<file path="src/rtl/bike_mult_counter_dec_load.sv">
// Loadable down-counter for the BIKE multiplier loops.
// A start pulse loads a clamped start value, then each enabled cycle steps the
// value down to MIN_VALUE. The final value is flagged with last, and done
// pulses once after that final value is consumed.
module bike_mult_counter_dec_load #(
  parameter int SIZE      = 5,
  parameter int INIT      = 20,
  parameter int MIN_VALUE = 0,
  parameter int MAX_VALUE = 20
) (
  input  logic            clk,
  input  logic            resetn,
  input  logic            start,
  input  logic [SIZE-1:0] load_value,
  input  logic            enable,
  input  logic            abort,
  output logic [SIZE-1:0] cnt_out,
  output logic            busy,
  output logic            last,
  output logic            done
);

  localparam logic [SIZE-1:0] INIT_V = SIZE'(INIT);
  localparam logic [SIZE-1:0] MIN_V  = SIZE'(MIN_VALUE);
  localparam logic [SIZE-1:0] MAX_V  = SIZE'(MAX_VALUE);

  typedef enum logic [1:0] {IDLE, RUN, DONE} state_t;

  state_t          state_q, state_d;
  logic [SIZE-1:0] cnt_q, cnt_d;
  logic [SIZE-1:0] load_clamped;
  logic            at_min;

  // Limit the requested start value to the legal range [MIN_VALUE, MAX_VALUE].
  always_comb begin
    load_clamped = load_value;
    if (load_value < MIN_V)      load_clamped = MIN_V;
    else if (load_value > MAX_V) load_clamped = MAX_V;
  end

  assign at_min = (cnt_q == MIN_V);

  // Next-state and next-count logic. Abort takes priority over start and enable.
  always_comb begin
    state_d = state_q;
    cnt_d   = cnt_q;
    if (abort) begin
      state_d = IDLE;
      cnt_d   = INIT_V;
    end else begin
      unique case (state_q)
        IDLE: if (start) begin
          cnt_d   = load_clamped;
          state_d = RUN;
        end
        // The decrement is never applied at MIN_VALUE, so the counter cannot wrap.
        RUN: if (enable) begin
          if (at_min) state_d = DONE;
          else        cnt_d   = cnt_q - 1'b1;
        end
        DONE:    state_d = IDLE;
        default: state_d = IDLE;
      endcase
    end
  end

  // State and count registers with synchronous active-low reset.
  always_ff @(posedge clk) begin
    if (!resetn) begin
      state_q <= IDLE;
      cnt_q   <= INIT_V;
    end else begin
      state_q <= state_d;
      cnt_q   <= cnt_d;
    end
  end

  assign cnt_out = cnt_q;
  assign busy    = (state_q == RUN);
  assign last    = (state_q == RUN) && at_min;
  assign done    = (state_q == DONE);

endmodule
</file>
<file path="config.mk">
export PLATFORM = sky130hd
export DESIGN_NAME = bike_mult_counter_dec_load
export DESIGN_NICKNAME = d
export VERILOG_FILES = /design/src/rtl/bike_mult_counter_dec_load.sv
export SDC_FILE = /design/constraint.sdc
export NUM_CORES = 1
export LEC_CHECK = 0
export ABC_AREA = 1
export BUFFER_PORTS_ARGS = -buffer_cell sky130_fd_sc_hd__buf_2
export CAP_MARGIN = 15
export CORE_MARGIN = 2
export CORE_UTILIZATION = 40
export DETAILED_ROUTE_END_ITERATION = 8
export PLACE_DENSITY = 0.66
export RECOVER_POWER = 25
export SKIP_LAST_GASP = 1
export SLEW_MARGIN = 20
export SYNTH_ARGS = -nofsm -noshare
export SYNTH_HDL_FRONTEND = slang
export SYNTH_SLANG_ARGS = --single-unit
export TNS_END_PERCENT = 30
</file>
<file path="constraint.sdc">
create_clock -name clk -period 1.7 [get_ports clk]
set_input_delay 0.17 -clock clk [delete_from_list [all_inputs] [get_ports clk]]
set_output_delay 0.17 -clock clk [all_outputs]
set_load 0.01 [all_outputs]
</file>
# Word level (Yosys, flattened, before mapping)
# Index checks and enable logic that the tools add are counted.
[classes] div=0 n_addsub=1 n_mul=0 mux=10 bitwise=1 reduce_logical=7 order_cmp=2 shifts=0 n_eq_ne=6
[op_table] cell="$mux 5" count=5
[op_table] cell="$pmux 5 s2" count=1
[op_table] cell="$mux 2" count=3
[op_table] cell="$ne 2x2->1 const B" count=3
[op_table] cell="$gt 5x5->1 const B" count=1
[op_table] cell="$logic_not 5->1" count=1
[op_table] cell="$lt 5x1->1 const B" count=1
[op_table] cell="$sub 5x1->5 const B" count=1
[op_table] cell="$pmux 2 s2" count=1
[op_table] cell="$reduce_and 4->1" count=1
[op_table] cell="$reduce_and 3->1" count=1
[op_table] cell="$eq 2x1->1 const B" count=1
[op_table] cell="$eq 2x2->1 const B" count=1
[op_table] cell="$logic_not 2->1" count=1
[op_table] cell="$ne 2x1->1 const B" count=1
[op_table] cell="$reduce_bool 2->1" count=1
[op_table] cell="$reduce_or 2->1" count=1
[op_table] cell="$logic_and 1x1->1" count=1
[op_table] cell="$not 1->1" count=1
[totals] input_bits=10 elab_cells=29 reg_bits=7 out_inout_bits=8 mem_count=0 latch_bits=0 mem_bits_ro=0 mem_bits_rw=0

# Longest topological paths before layout
# Gate-level depths: netlist (run 1).
[depth] word_depth=5 depth_mapped=8 ltp_nobuf=8

# Least setup slack after synthesis (run 1)
# Ideal clock, no wire load.
[synth_timing] kind="reg-to-reg" start="register cnt_q[0], in the netlist cnt_out[0]" end="register cnt_q[1], in the netlist cnt_out[1]" synth_period_minus_slack_ns=1.301 stages_incl_launch_ff=7 path_buffers=0 t_required_ns=1.588 slack_ns=0.399 arrival_ns=1.189 cell_sequence="dfxtp_1 -> bufinv_8 -> ha_1 -> nand4_2 -> nand3_1 -> nor2_1 -> nor2_2"
[synth_via] elab_chain_len=4
[synth_rtl] element="from (decl)" line="30" rtl="logic [SIZE-1:0] cnt_q, cnt_d;"
[synth_rtl] element="from (signal assigned)" line="74" rtl="cnt_q <= cnt_d;"
[synth_rtl] element="$sub 5x1->5" line="59" rtl="else cnt_d = cnt_q - 1'b1;"
[synth_rtl] element="$mux 5" line="58" rtl="if (at_min) state_d = DONE;"
[synth_rtl] element="$mux 5" line="57" rtl="RUN: if (enable) begin"
[synth_rtl] element="$pmux 5 s2" line="51" rtl="unique case (state_q)"
# Several ways; a longest one is shown, not always the timed one. The select of a mux whose other input is x is not followed.
# A chain may end at the register's enable or synchronous reset.

# Final worst setup path (run 1)
[layout_timing] start="register cnt_q[0], in the netlist cnt_out[0]" end="output port last"
[layout_via] elab_chain_len=2
[layout_rtl] element="$logic_not 5->1" line="41" rtl="assign at_min = (cnt_q == MIN_V);"
[layout_rtl] element="$logic_and 1x1->1" line="80" rtl="assign last = (state_q == RUN) && at_min;"
[layout_rtl] element="to (decl)" line="19" rtl="output logic last,"
# No other way between the ends.

==> metrics.md, run 1 <==
| Metric | Value |
|---|---|
| Initial detailed-routing violation count | 10 |
| Slowest stage cell, crit path | sky130_fd_sc_hd__dfxtp_1 |
| Most common cell after layout, fill and taps aside | sky130_fd_sc_hd__nand2_1 |
| Slew Limit Headroom | 0.8454 |
| Number of buffers created by CTS | 3 |
| Number of iterations in the first detailed-routing pass | 4 |
| Number of unique standard cell types used by synthesis | 20 |
| Ratio of cells with drive above 1 in the final layout | 0.2772 |
| Largest delay contributor family on the critical path | flip-flops |
| Total number of nets in the final design | 113 |
| Clock tree from TritonCTS | yes |
| Detail Route Antenna Nets | 0 |
| Worst path required time | 1.53 ns |
| Kind of end point of the critical path | primary output |
| Detail-routed via count per cell | 4.595 |
| Row Count | 13 |
| Final wirelength | 1060 um |
| Max stage delay on crit path | 0.31 ns |
| Pin count of the biggest net entering global routing | 9 |
| Period utilization | 0.8791 |
| Run status | complete, no violations |
| Setup repair after global routing missed its margin | false |
| Hold Fails Final Rpt | 0 |
| Die outline height | 40.25 um |
| Cells resized by post-CTS repair | 0 |
| Routability Congestion | 0.7978 |
| Classification of the worst setup path | reg -> out |
| Share of synthesized area occupied by flip-flops and latches | 0.2667 |
| Clock Pin Slew Worst Setup and Hold Paths | 0.06 ns |
| WL/cell | 9.138 um |
| Total clock sinks | 7 |
| Placed wire-length estimate after detailed placement | 872.2 um |
| Mean area per synthesized cell | 6.569 um2 |
| Die area | 1620 um2 |
| Floorplan Core Area | 1269 um2 |
| Clock insertion delay at the later pin of the skew report | 0.25 ns |
| Count of port buffers added during placement | 17 |
| Number of antenna violations at the first check in global routing | 0 |
| YS warnings | 0 |
| Buffer cell driving the clock tree root | sky130_fd_sc_hd__clkbuf_4 |
| Slew Limit Fails | 0 |
| Crit path cell chain | bufinv_8 > ha_1 > nand3_1 > nor2_1 > buf_2 |
| Horiz. Die Dim | 40.25 um |
| Syn Std Cell Area | 525.5 um2 |
| Starting utilization of the core area | 0.4142 |
| Actual slew at the worst max-slew pin | 0.2315 ns |
| Final count of negative-setup-slack endpoints | 0 |
| Worst Setup Start Kind | flip-flop |
| Top-level I/O count | 18 |
| Layout Cells excl Fill | 116 |
| Smallest setup slack after layout | 0.2055 ns |
| PnR Total Power | 0.0004458 W |
| Power Density | 683.9 nW/um2 |
| Maximum fanout along the worst path | 5 |
| Maxcap violations | 0 |
| Number of buffers and inverters on the critical path | 2 |
| Worst hold path type | in -> reg |
| Max Fclk | 0.6691 GHz |
| Gr ovfl total | 0 |
| Max Root-Sink Buffers | 2 |
| GR Util All Layers | 0.1507 |
| Htree depth | 1 |
| Commonest non-fill, non-tap cells in the layout | sky130_fd_sc_hd__nand2_1 (17), sky130_fd_sc_hd__nor2_1 (14), sky130_fd_sc_hd__buf_2 (14) |
| Number of buffers inserted to repair setup after CTS | 0 |
| Residual DRC count | 0 |
| Hold Buf Count CTS | 0 |
| Data arrival time at the worst-slack endpoint | 1.32 ns |
| Min Clock Period, post-route | 1.495 ns |
| Total number of vias | 533 |
| Wire length of the first global-routing pass | 1649 um |
| Leakage power figure | 0.3311 nW |
| Synthesized flop and latch total | 7 |
| Inst Count DP | 112 |
| Final sum of negative setup slack | 0 ns |
| Setup clock skew after layout | 0.002129 ns |
| Number of instances in the synthesized netlist | 80 |
| VDD IR-drop max | 330.1 uV |
| Antenna cells | 0 |
| Number of global-route vias before repair | 403 |
| Total nets after synthesis | 91 |
| Number of fill cells in the layout | 133 |
| Post-synthesis to final-layout area growth | 24.05% |
| Worst setup slack before clock tree synthesis | 0.3528 ns |
## worst register-to-register path: stages (launching register included)
cell                       delay [ns]
sky130_fd_sc_hd__dfxtp_1         0.31
sky130_fd_sc_hd__bufinv_8        0.18
sky130_fd_sc_hd__ha_1            0.23
sky130_fd_sc_hd__nand4_2         0.21
sky130_fd_sc_hd__nand2_4         0.15
sky130_fd_sc_hd__inv_2           0.05
sky130_fd_sc_hd__nor2_1          0.08
sky130_fd_sc_hd__nor2_1          0.04
## sequential cells by signal, summed over array words and instances, names as in the netlist
signal	count
cnt_out	5
state_q	2
## metrics by stage
| stage | hold slack (ns) | cell area (um2) | util |
|---|---|---|---|
| floorplan | 0.3232 | 525.5 | - |
| global placement | 0.5001 | 629.4 | 0.4961 |
| detailed placement | 0.5022 | 629.4 | 0.4961 |
| CTS | 0.2328 | 655.6 | 0.5168 |
| global route | 0.2488 | 651.9 | 0.5138 |
| finish | 0.2359 | 651.9 | 0.5138 |
## metal layers
metal | up-vias | track usage | share of wire
met2 | 15 | 0.1895 | 0.42
met3 | 2 | 0.03333 | 0.044
met4 | 0 | 0.07500 | 0.013
li1 | 295 | - | -
met1 | 221 | 0.2303 | 0.52
met5 | - | 0 | 0
## where the power goes
group	switching (W)	internal [W]
Combinational	0.0000634	0.0000458
Clock	0.0000653	0.0000898
Sequential	0.00000936	0.000172
Total	0.000138	0.000308
## Yosys cell counts
cell                       number  area share
sky130_fd_sc_hd__inv_2          2       0.014
sky130_fd_sc_hd__nor2_4         2       0.043
sky130_fd_sc_hd__nor2_1        14        0.10
sky130_fd_sc_hd__nor2_8         1       0.038
sky130_fd_sc_hd__inv_1          9       0.064
sky130_fd_sc_hd__nand3_1        9       0.086
sky130_fd_sc_hd__xor2_1         1       0.017
sky130_fd_sc_hd__ha_1           1       0.024
sky130_fd_sc_hd__o21ai_0        3       0.029
sky130_fd_sc_hd__dfxtp_1        7        0.27
sky130_fd_sc_hd__nand2_4        1       0.021
sky130_fd_sc_hd__nand2_2        1       0.012
sky130_fd_sc_hd__nand2_1       17        0.12
sky130_fd_sc_hd__or2_0          1       0.012
sky130_fd_sc_hd__nor2_2         2       0.024
sky130_fd_sc_hd__bufinv_8       1       0.033
sky130_fd_sc_hd__nand4_2        1       0.024
sky130_fd_sc_hd__o21a_1         1       0.014
sky130_fd_sc_hd__o21ai_1        1      0.0095
sky130_fd_sc_hd__a21oi_1        5       0.048
## cell families after synthesis
group           share of synthesized area
compound gates                    0.09998
xor+xnor                          0.01667
fa+ha+maj                         0.02381
buf+inv                            0.1119
flops                              0.2667
simple gates                       0.4809
## worst paths after layout
kind	start	to	slack, ns	cells after the start
worst max register to register	cnt_out[0]	state_q[0]	0.35	7
worst min register to register	cnt_out[4]	cnt_out[4]	0.56	2
worst max-delay path	cnt_out[0]	last	0.21	5
worst min-delay path	abort	cnt_out[3]	0.24	4
## area by class of cell
class | instances | area, um2 | area share
Sequential cell | 7 | 140.1 | 0.2150
Timing Repair Buffer | 17 | 81.33 | 0.1248
Inverter | 12 | 58.81 | 0.09021
Tap cell | 15 | 18.77 | 0.02879
Clock buffer | 4 | 26.28 | 0.04031
Multi-Input combinational cell | 61 | 326.6 | 0.5010
Power figures use the tool's default switching activity.
==> run 2, diff against run 1 <==
--- a/config.mk
+++ b/config.mk
@@ -5,13 +5,11 @@
 export SDC_FILE = /design/constraint.sdc
 export NUM_CORES = 1
 export LEC_CHECK = 0
-export ABC_AREA = 1
 export BUFFER_PORTS_ARGS = -buffer_cell sky130_fd_sc_hd__buf_2
 export CAP_MARGIN = 15
-export CORE_MARGIN = 2
-export CORE_UTILIZATION = 40
+export CORE_AREA = 2 2 39 41
 export DETAILED_ROUTE_END_ITERATION = 8
-export PLACE_DENSITY = 0.66
+export DIE_AREA = 0 0 41 43
 export RECOVER_POWER = 25
 export SKIP_LAST_GASP = 1
 export SLEW_MARGIN = 20
==> metrics.md, run 2 <==
| Metric | Value |
|---|---|
| Run status | finished, violations left |
| Failing checks | setup timing |
| Buffer cell driving the clock tree root | sky130_fd_sc_hd__clkbuf_4 |
| Final wirelength | 1397 um (+32%) |
| Maximum fanout along the worst path | 7 (+2) |
| Total clock sinks | 7 (unchanged) |
| Gr ovfl total | 0 (unchanged) |
| Power Density | 625.3 nW/um2 (-8.6%) |
| Initial detailed-routing violation count | 15 (+5) |
| Total nets after synthesis | 63 (-31%) |
| Number of buffers created by CTS | 3 (unchanged) |
| Max stage delay on crit path | 0.47 ns (+0.16 ns) |
| Clock Pin Slew Worst Setup and Hold Paths | 0.06 ns (about the same) |
| Setup clock skew after layout | 0.005501 ns (+0.003373 ns) |
| Share of synthesized flip-flops with an asynchronous set or reset | 0 (unchanged) |
| Period utilization | 1.042 (+0.1624) |
| Detail Route Antenna Nets | 0 (unchanged) |
| Inst Count DP | 93 (-17%) |
| Commonest non-fill, non-tap cells in the layout | sky130_fd_sc_hd__buf_2 (15), sky130_fd_sc_hd__buf_4 (8), sky130_fd_sc_hd__nand2_1 (5), sky130_fd_sc_hd__dfxtp_1 (5) |
| Total number of nets in the final design | 96 (-15%) |
| Worst path required time | 1.87 ns (+0.34 ns) |
| Detail-routed via count per cell | 5.310 (+16%) |
| Total number of vias | 531 (-0.38%) |
| YS warnings | 0 (unchanged) |
| Cell with the most instances after synthesis | sky130_fd_sc_hd__dfxtp_1 |
| Final count of negative-setup-slack endpoints | 6 (+6) |
| Worst reg2reg startpoint | cnt_out[1] |
| Worst hold path type | in -> reg |
| Origin of the worst min-delay path | abort |
| Smallest setup slack after layout | -0.07062 ns (-0.2761 ns) |
| Flop-to-flop setup slack | -0.07 ns (-0.42 ns) |
| PnR Total Power | 0.0004545 W (+2.0%) |
| Clock insertion delay at the later pin of the skew report | 0.26 ns (about the same) |
| GR Util All Layers | 0.1707 (+0.02000) |
| Die area | 1763 um2 (+8.9%) |
| Ratio of cells with drive above 1 in the final layout | 0.5476 (+0.2704) |
| Number of buffers and inverters on the critical path | 2 (unchanged) |
| WL/cell | 13.97 um (+53%) |
| Syn Std Cell Area | 432.9 um2 (-18%) |
| Placed wire-length estimate after detailed placement | 930.2 um (+6.6%) |
| Antenna cells | 0 (unchanged) |
| Starting utilization of the core area | 0.3128 (-0.1014) |
| EDFF count, synth | 0 (unchanged) |
| Actual slew at the worst max-slew pin | 0.3769 ns (+0.1454 ns) |
| Largest delay contributor family on the critical path | simple AND/OR/NAND/NOR gates |
| Worst reg2reg endpoint | cnt_out[3] |
| Slew Limit Headroom | 0.7461 (-0.09938) |
| Slew Limit Fails | 0 (unchanged) |
| Residual DRC count | 0 (unchanged) |
| Worst hold stages | 3 (-1) |
| Row Count | 14 (+1) |
| Classification of the worst setup path | reg -> reg |
| Max Root-Sink Buffers | 2 (unchanged) |
| Post-synthesis to final-layout area growth | 67.92% |
| Hold Buf Count CTS | 0 (unchanged) |
| Layout Cells excl Fill | 100 (-14%) |
| Worst Setup Start Kind | flip-flop |
| VDD IR-drop max | 394.3 uV (+19%) |
| Number of iterations in the first detailed-routing pass | 4 (unchanged) |
| Proportion of netlist area held by the largest area contributor | 0.3237 (+0.05703) |
| Data arrival time at the worst-slack endpoint | 1.94 ns (+0.62 ns) |
| Destination of the worst hold path | cnt_out[4] |
| Ranking of synthesized cells by instance count | sky130_fd_sc_hd__dfxtp_1 (7), sky130_fd_sc_hd__nand2_1 (5), sky130_fd_sc_hd__a21oi_1 (4), sky130_fd_sc_hd__nor2_1 (4), sky130_fd_sc_hd__nor3_1 (4) |
| Min Clock Period, post-route | 1.771 ns (+0.2761 ns) |
| Area of all placed cells without fillers | 726.9 um2 (+12%) |
| Share of synthesized area occupied by flip-flops and latches | 0.3237 (+0.05703) |
| Worst Reg2Reg Path Length in Cells | 7 (unchanged) |
| Kind of end point of the critical path | flip-flop |
| Max Fclk | 0.5648 GHz (-16%) |
| Predominant post-synthesis flop cell | sky130_fd_sc_hd__dfxtp_1 |
| Count of port buffers added during placement | 17 (unchanged) |
| Synthesized flop and latch total | 7 (unchanged) |
| Largest area contributor in the netlist | sky130_fd_sc_hd__dfxtp_1 |
| Instance area after placement | 606.8 um2 (-3.6%) |
| Leakage power figure | 0.3011 nW (-9.1%) |
| Horiz. Die Dim | 41 um (+1.9%) |
| Crit path cell chain | inv_2 > ha_4 > or4b_4 > buf_6 > a31oi_4 > a211oi_1 > nor3_1 |
| Wire length of the first global-routing pass | 2021 um (+23%) |
| Number of instances in the synthesized netlist | 52 (-35%) |
| Number of global-route vias before repair | 501 (+24%) |
| Number of antenna violations at the first check in global routing | 0 (unchanged) |
| Mean area per synthesized cell | 8.325 um2 (+27%) |
| Dominant cells by area after synthesis | sky130_fd_sc_hd__dfxtp_1 (32%), sky130_fd_sc_hd__a31oi_4 (4.9%), sky130_fd_sc_hd__a21oi_1 (4.6%) |
| Routability Congestion | 0.7393 (-7.3%) |
| Maxcap violations | 0 (unchanged) |
| Final worst hold slack | 0.1763 ns (-0.05965 ns) |
| Hold Fails Final Rpt | 0 (unchanged) |
| Pin count of the biggest net entering global routing | 11 (+2) |
| Most common cell after layout, fill and taps aside | sky130_fd_sc_hd__buf_2 |
| Slowest stage cell, crit path | sky130_fd_sc_hd__or4b_4 |
| Max FFs per register | 5 (unchanged) |
| Clock tree from TritonCTS | yes |
| Top-level I/O count | 18 (unchanged) |
| Die outline height | 43 um (+6.8%) |
| Floorplan Core Area | 1384 um2 (+9.1%) |
| Htree depth | 1 (unchanged) |
| Setup repair after global routing missed its margin | true |
| Number of unique standard cell types used by synthesis | 26 (+30%) |
| Post-Route Utilization | 0.5253 (+0.01151) |
run 2: cell types whose count changed in the layout (fill, tap and decap cells not counted), sizes merged, moves of 4 or more:
cell   change
nor2      -15
nand2     -14
buf       +13
inv        -8
nand3      -8
nor3       +4
run 2: what timing repair did:
action,4_1_cts,5_1_grt
setup endpoints to repair,1,7
cloned,0,0
resized for setup,9,6
endpoints found under the hold margin,0,0
pin swaps,3,5
buffers inserted,3,0
run 2: worst reg2reg max path: cells and delay by family, from the launching register on:
family	cells	cell delay, ns
flops	1	0.33
buf+inv	2	0.21
simple gates	2	0.66
compound gates	2	0.35
fa+ha+maj	1	0.13
run 2: logic make-up (layout without fill, tap and decap cells):
group | after synthesis | after routing | share of synthesized area
multiplexers | 1 | 1 | 0.02312
AO/OA/AOI/OAI | 16 | 16 | 0.2890
AND/OR/NAND/NOR | 23 | 23 | 0.2890
XOR/XNOR | 1 | 1 | 0.02023
adder cells (fa/ha/maj) | 1 | 1 | 0.02890
buffers and inverters | 3 | 35 | 0.02601
flip-flops | 7 | 7 | 0.3237
run 2: metal layers:
layer / GRT usage / wire, um / up-vias
li1: - / - / 260
met1: 0.1865 / 616 / 250
met2: 0.2750 / 672 / 16
met3: 0.03141 / 62 / 5
met4: 0.1200 / 46 / 0
met5: 0 / 0 / -
run 2: layout make-up:
type	instances	area (um2)
clock inverter	1	5.005
sequential	7	142.6
inverter	3	11.26
timing repair buffer	28	183.9
fill	130	656.9
tap	16	20.02
multi-input combinational	42	341.6
clock buffer	3	22.52
run 2: worst max path at each step:
stage,start,to,slack [ns],depth (start not counted)
final,cnt_out[1],cnt_out[3],-0.07,7
after global routing,cnt_out[1],cnt_out[0],-0.11,7
after CTS,cnt_out[0],cnt_out[0],-0.08,7
after global placement,cnt_out[1],cnt_out[2],0.04,6
after floorplan,cnt_out[1],cnt_out[2],0.001,6
after detailed placement,cnt_out[1],cnt_out[0],0.001,6
run 2: where the power goes:
| part | internal (W) | total (W) | switching (W) |
|---|---|---|---|
| Clock | 0.0000864 | 0.000157 | 0.0000710 |
| Combinational | 0.0000560 | 0.000119 | 0.0000631 |
| Sequential | 0.000171 | 0.000178 | 0.00000669 |
run 2: stage by stage:
| stage | TNS, ns | setup slack, ns |
|---|---|---|
| global route | -0.5589 | -0.1089 |
| finish | -0.2373 | -0.07062 |
| CTS | -0.3503 | -0.07570 |
| detailed placement | 0 | 0.001014 |
| global placement | 0 | 0.03934 |
| floorplan | 0 | 0.001395 |
==> run 3, diff against run 2 <==
--- a/config.mk
+++ b/config.mk
@@ -5,11 +5,13 @@
 export SDC_FILE = /design/constraint.sdc
 export NUM_CORES = 1
 export LEC_CHECK = 0
+export ABC_AREA = 1
 export BUFFER_PORTS_ARGS = -buffer_cell sky130_fd_sc_hd__buf_2
 export CAP_MARGIN = 15
 export CORE_AREA = 2 2 39 41
 export DETAILED_ROUTE_END_ITERATION = 8
 export DIE_AREA = 0 0 41 43
+export PLACE_DENSITY = 0.65
 export RECOVER_POWER = 25
 export SKIP_LAST_GASP = 1
 export SLEW_MARGIN = 20
==> constraint.sdc (replaced) <==
create_clock -name clk -period 1.7 [get_ports clk]
set_input_delay 0 -clock clk [delete_from_list [all_inputs] [get_ports clk]]
set_output_delay 0 -clock clk [all_outputs]
set_load 0.01 [all_outputs]
==> metrics.md, run 3 (same netlist as run 1, synthesis figures left out) <==
| Metric | Value |
|---|---|
| Pin count of the biggest net entering global routing | 9 (-2) |
| Worst hold path type | in -> reg |
| Number of buffers inserted to repair setup after CTS | 0 (-3) |
| Worst Setup Start Kind | flip-flop |
| Clock tree from TritonCTS | yes |
| Number of global-route vias before repair | 439 (-12%) |
| Clock Pin Slew Worst Setup and Hold Paths | 0.06 ns (about the same) |
| Maximum fanout along the worst path | 5 (-2) |
| Setup clock skew after layout | 0.003294 ns (-0.002208 ns) |
| Ratio of cells with drive above 1 in the final layout | 0.2772 (-0.2704) |
| Kind of end point of the critical path | flip-flop |
| Total clock sinks | 7 (unchanged) |
| Slew Limit Fails | 0 (unchanged) |
| Commonest non-fill, non-tap cells in the layout | sky130_fd_sc_hd__nand2_1 (17), sky130_fd_sc_hd__nor2_1 (14), sky130_fd_sc_hd__buf_2 (14) |
| Buffer cell driving the clock tree root | sky130_fd_sc_hd__clkbuf_4 |
| Number of iterations in the first detailed-routing pass | 3 (-1) |
| Wire length of the first global-routing pass | 1794 um (-11%) |
| Max Root-Sink Buffers | 2 (unchanged) |
| Hold Fails Final Rpt | 0 (unchanged) |
| Maxcap violations | 0 (unchanged) |
| Die area | 1763 um2 (unchanged) |
| Most common cell after layout, fill and taps aside | sky130_fd_sc_hd__nand2_1 |
| Slew Limit Headroom | 0.8410 (+0.09496) |
| Htree depth | 1 (unchanged) |
| Data arrival time at the worst-slack endpoint | 1.52 ns (-0.42 ns) |
| Final wirelength | 1096 um (-22%) |
| Total number of nets in the final design | 113 (+18%) |
| WL/cell | 9.368 um (-33%) |
| Count of port buffers added during placement | 17 (unchanged) |
| Clock insertion delay at the later pin of the skew report | 0.26 ns (about the same) |
| Post-Route Utilization | 0.4720 (-0.05335) |
| Number of antenna violations at the first check in global routing | 0 (unchanged) |
| Setup repair after global routing missed its margin | false |
| Min Clock Period, post-route | 1.365 ns (-0.4059 ns) |
| Antenna cells | 0 (unchanged) |
| Cells resized by post-CTS repair | 0 (-9) |
| Residual DRC count | 0 (unchanged) |
| Total number of vias | 547 (+3.0%) |
| Routability Congestion | 0.7729 (+4.5%) |
| Run status | complete, no violations |
| Period utilization | 0.8028 (-0.2388) |
| Post-synthesis to final-layout area growth | 24.29% |
| Leakage power figure | 0.3311 nW (+10%) |
| Horiz. Die Dim | 41 um (unchanged) |
| Floorplan Core Area | 1384 um2 (unchanged) |
| Gr ovfl total | 0 (unchanged) |
| Row Count | 14 (unchanged) |
| Worst path required time | 1.85 ns (-0.02 ns) |
| Hold Buf Count CTS | 0 (unchanged) |
| Worst setup slack before clock tree synthesis | 0.3469 ns (+0.3459 ns) |
| GR Util All Layers | 0.1491 (-0.02153) |
| Detail Route Antenna Nets | 0 (unchanged) |
| Power Density | 690.1 nW/um2 (+10%) |
| Final sum of negative setup slack | 0 ns (+0.2373 ns) |
| VDD IR-drop max | 234.8 uV (-40%) |
| Die outline height | 43 um (unchanged) |
| Detail-routed via count per cell | 4.675 (-12%) |
| Placed wire-length estimate after detailed placement | 895.6 um (-3.7%) |
| Max FFs per register | 5 (unchanged) |
| Initial detailed-routing violation count | 8 (-7) |
| Top-level I/O count | 18 (unchanged) |
| Starting utilization of the core area | 0.3797 (+0.06691) |
| Max Fclk | 0.7328 GHz (+30%) |
| Classification of the worst setup path | reg -> reg |
| Number of buffers created by CTS | 3 (unchanged) |
| Smallest setup slack after layout | 0.3353 ns (+0.4059 ns) |
| Actual slew at the worst max-slew pin | 0.2381 ns (-0.1388 ns) |
| Final count of negative-setup-slack endpoints | 0 (-6) |
run 3: changes by cell type in the layout (fill, tap and decap cells not counted), moves of 4 or more:
| cell | change |
|---|---|
| sky130_fd_sc_hd__buf_6 | -4 |
| sky130_fd_sc_hd__nand3_1 | +8 |
| sky130_fd_sc_hd__nor2_1 | +11 |
| sky130_fd_sc_hd__nand2_1 | +12 |
| sky130_fd_sc_hd__inv_1 | +9 |
| sky130_fd_sc_hd__nor3_1 | -4 |
| sky130_fd_sc_hd__buf_4 | -8 |
run 3: worst paths after layout:
path               from         end  slack [ns]  cells past startpoint
max          cnt_out[0]  state_q[0]        0.34                      7
max reg2reg  cnt_out[0]  state_q[0]        0.34                      7
min               abort  cnt_out[3]        0.06                      4
min reg2reg  cnt_out[4]  cnt_out[4]        0.55                      2
run 3: layer usage:
layer	vias up	GRT usage	share of wire
met3	5	0.01571	0.045
met2	17	0.2063	0.43
met5	-	0	0
li1	293	-	-
met4	0	0.1000	0.028
met1	232	0.2070	0.50
run 3: per-stage QoR:
stage	hold WS, ns	instances	total power [W]	instance area, um2
2_1_floorplan	0.1532	80	0.0002606	525.5
3_3_place_gp	0.3286	113	0.0002958	630.6
3_5_place_dp	0.3320	113	0.0002963	630.6
4_1_cts	0.06962	117	0.0004514	656.9
5_1_grt	0.08645	117	0.0004735	653.1
6_report	0.06282	117	0.0004507	653.1
run 3: cell type report:
cell class              count  area (um2)
clock buffers               4       26.28
fillers                   156       730.7
inverters                  12       58.81
multi-input cells          61       326.6
flip-flops and latches      7       140.1
well taps                  16       20.02
repair buffers             17       81.33
run 3: power by group:
group | leakage [nW] | total (W) | switching, W | internal, W
clock network | 0.0150 | 0.000159 | 0.0000688 | 0.0000901
registers | 0.0573 | 0.000181 | 0.00000897 | 0.000172
logic | 0.259 | 0.000111 | 0.0000649 | 0.0000459
run 3: critical path, stage by stage (launching register included):
cell and delay, ns:
sky130_fd_sc_hd__dfxtp_1 0.30, sky130_fd_sc_hd__bufinv_8 0.18, sky130_fd_sc_hd__ha_1 0.24, sky130_fd_sc_hd__nand4_2 0.21, sky130_fd_sc_hd__nand2_4 0.15, sky130_fd_sc_hd__inv_2 0.05
sky130_fd_sc_hd__nor2_1 0.08, sky130_fd_sc_hd__nor2_1 0.04
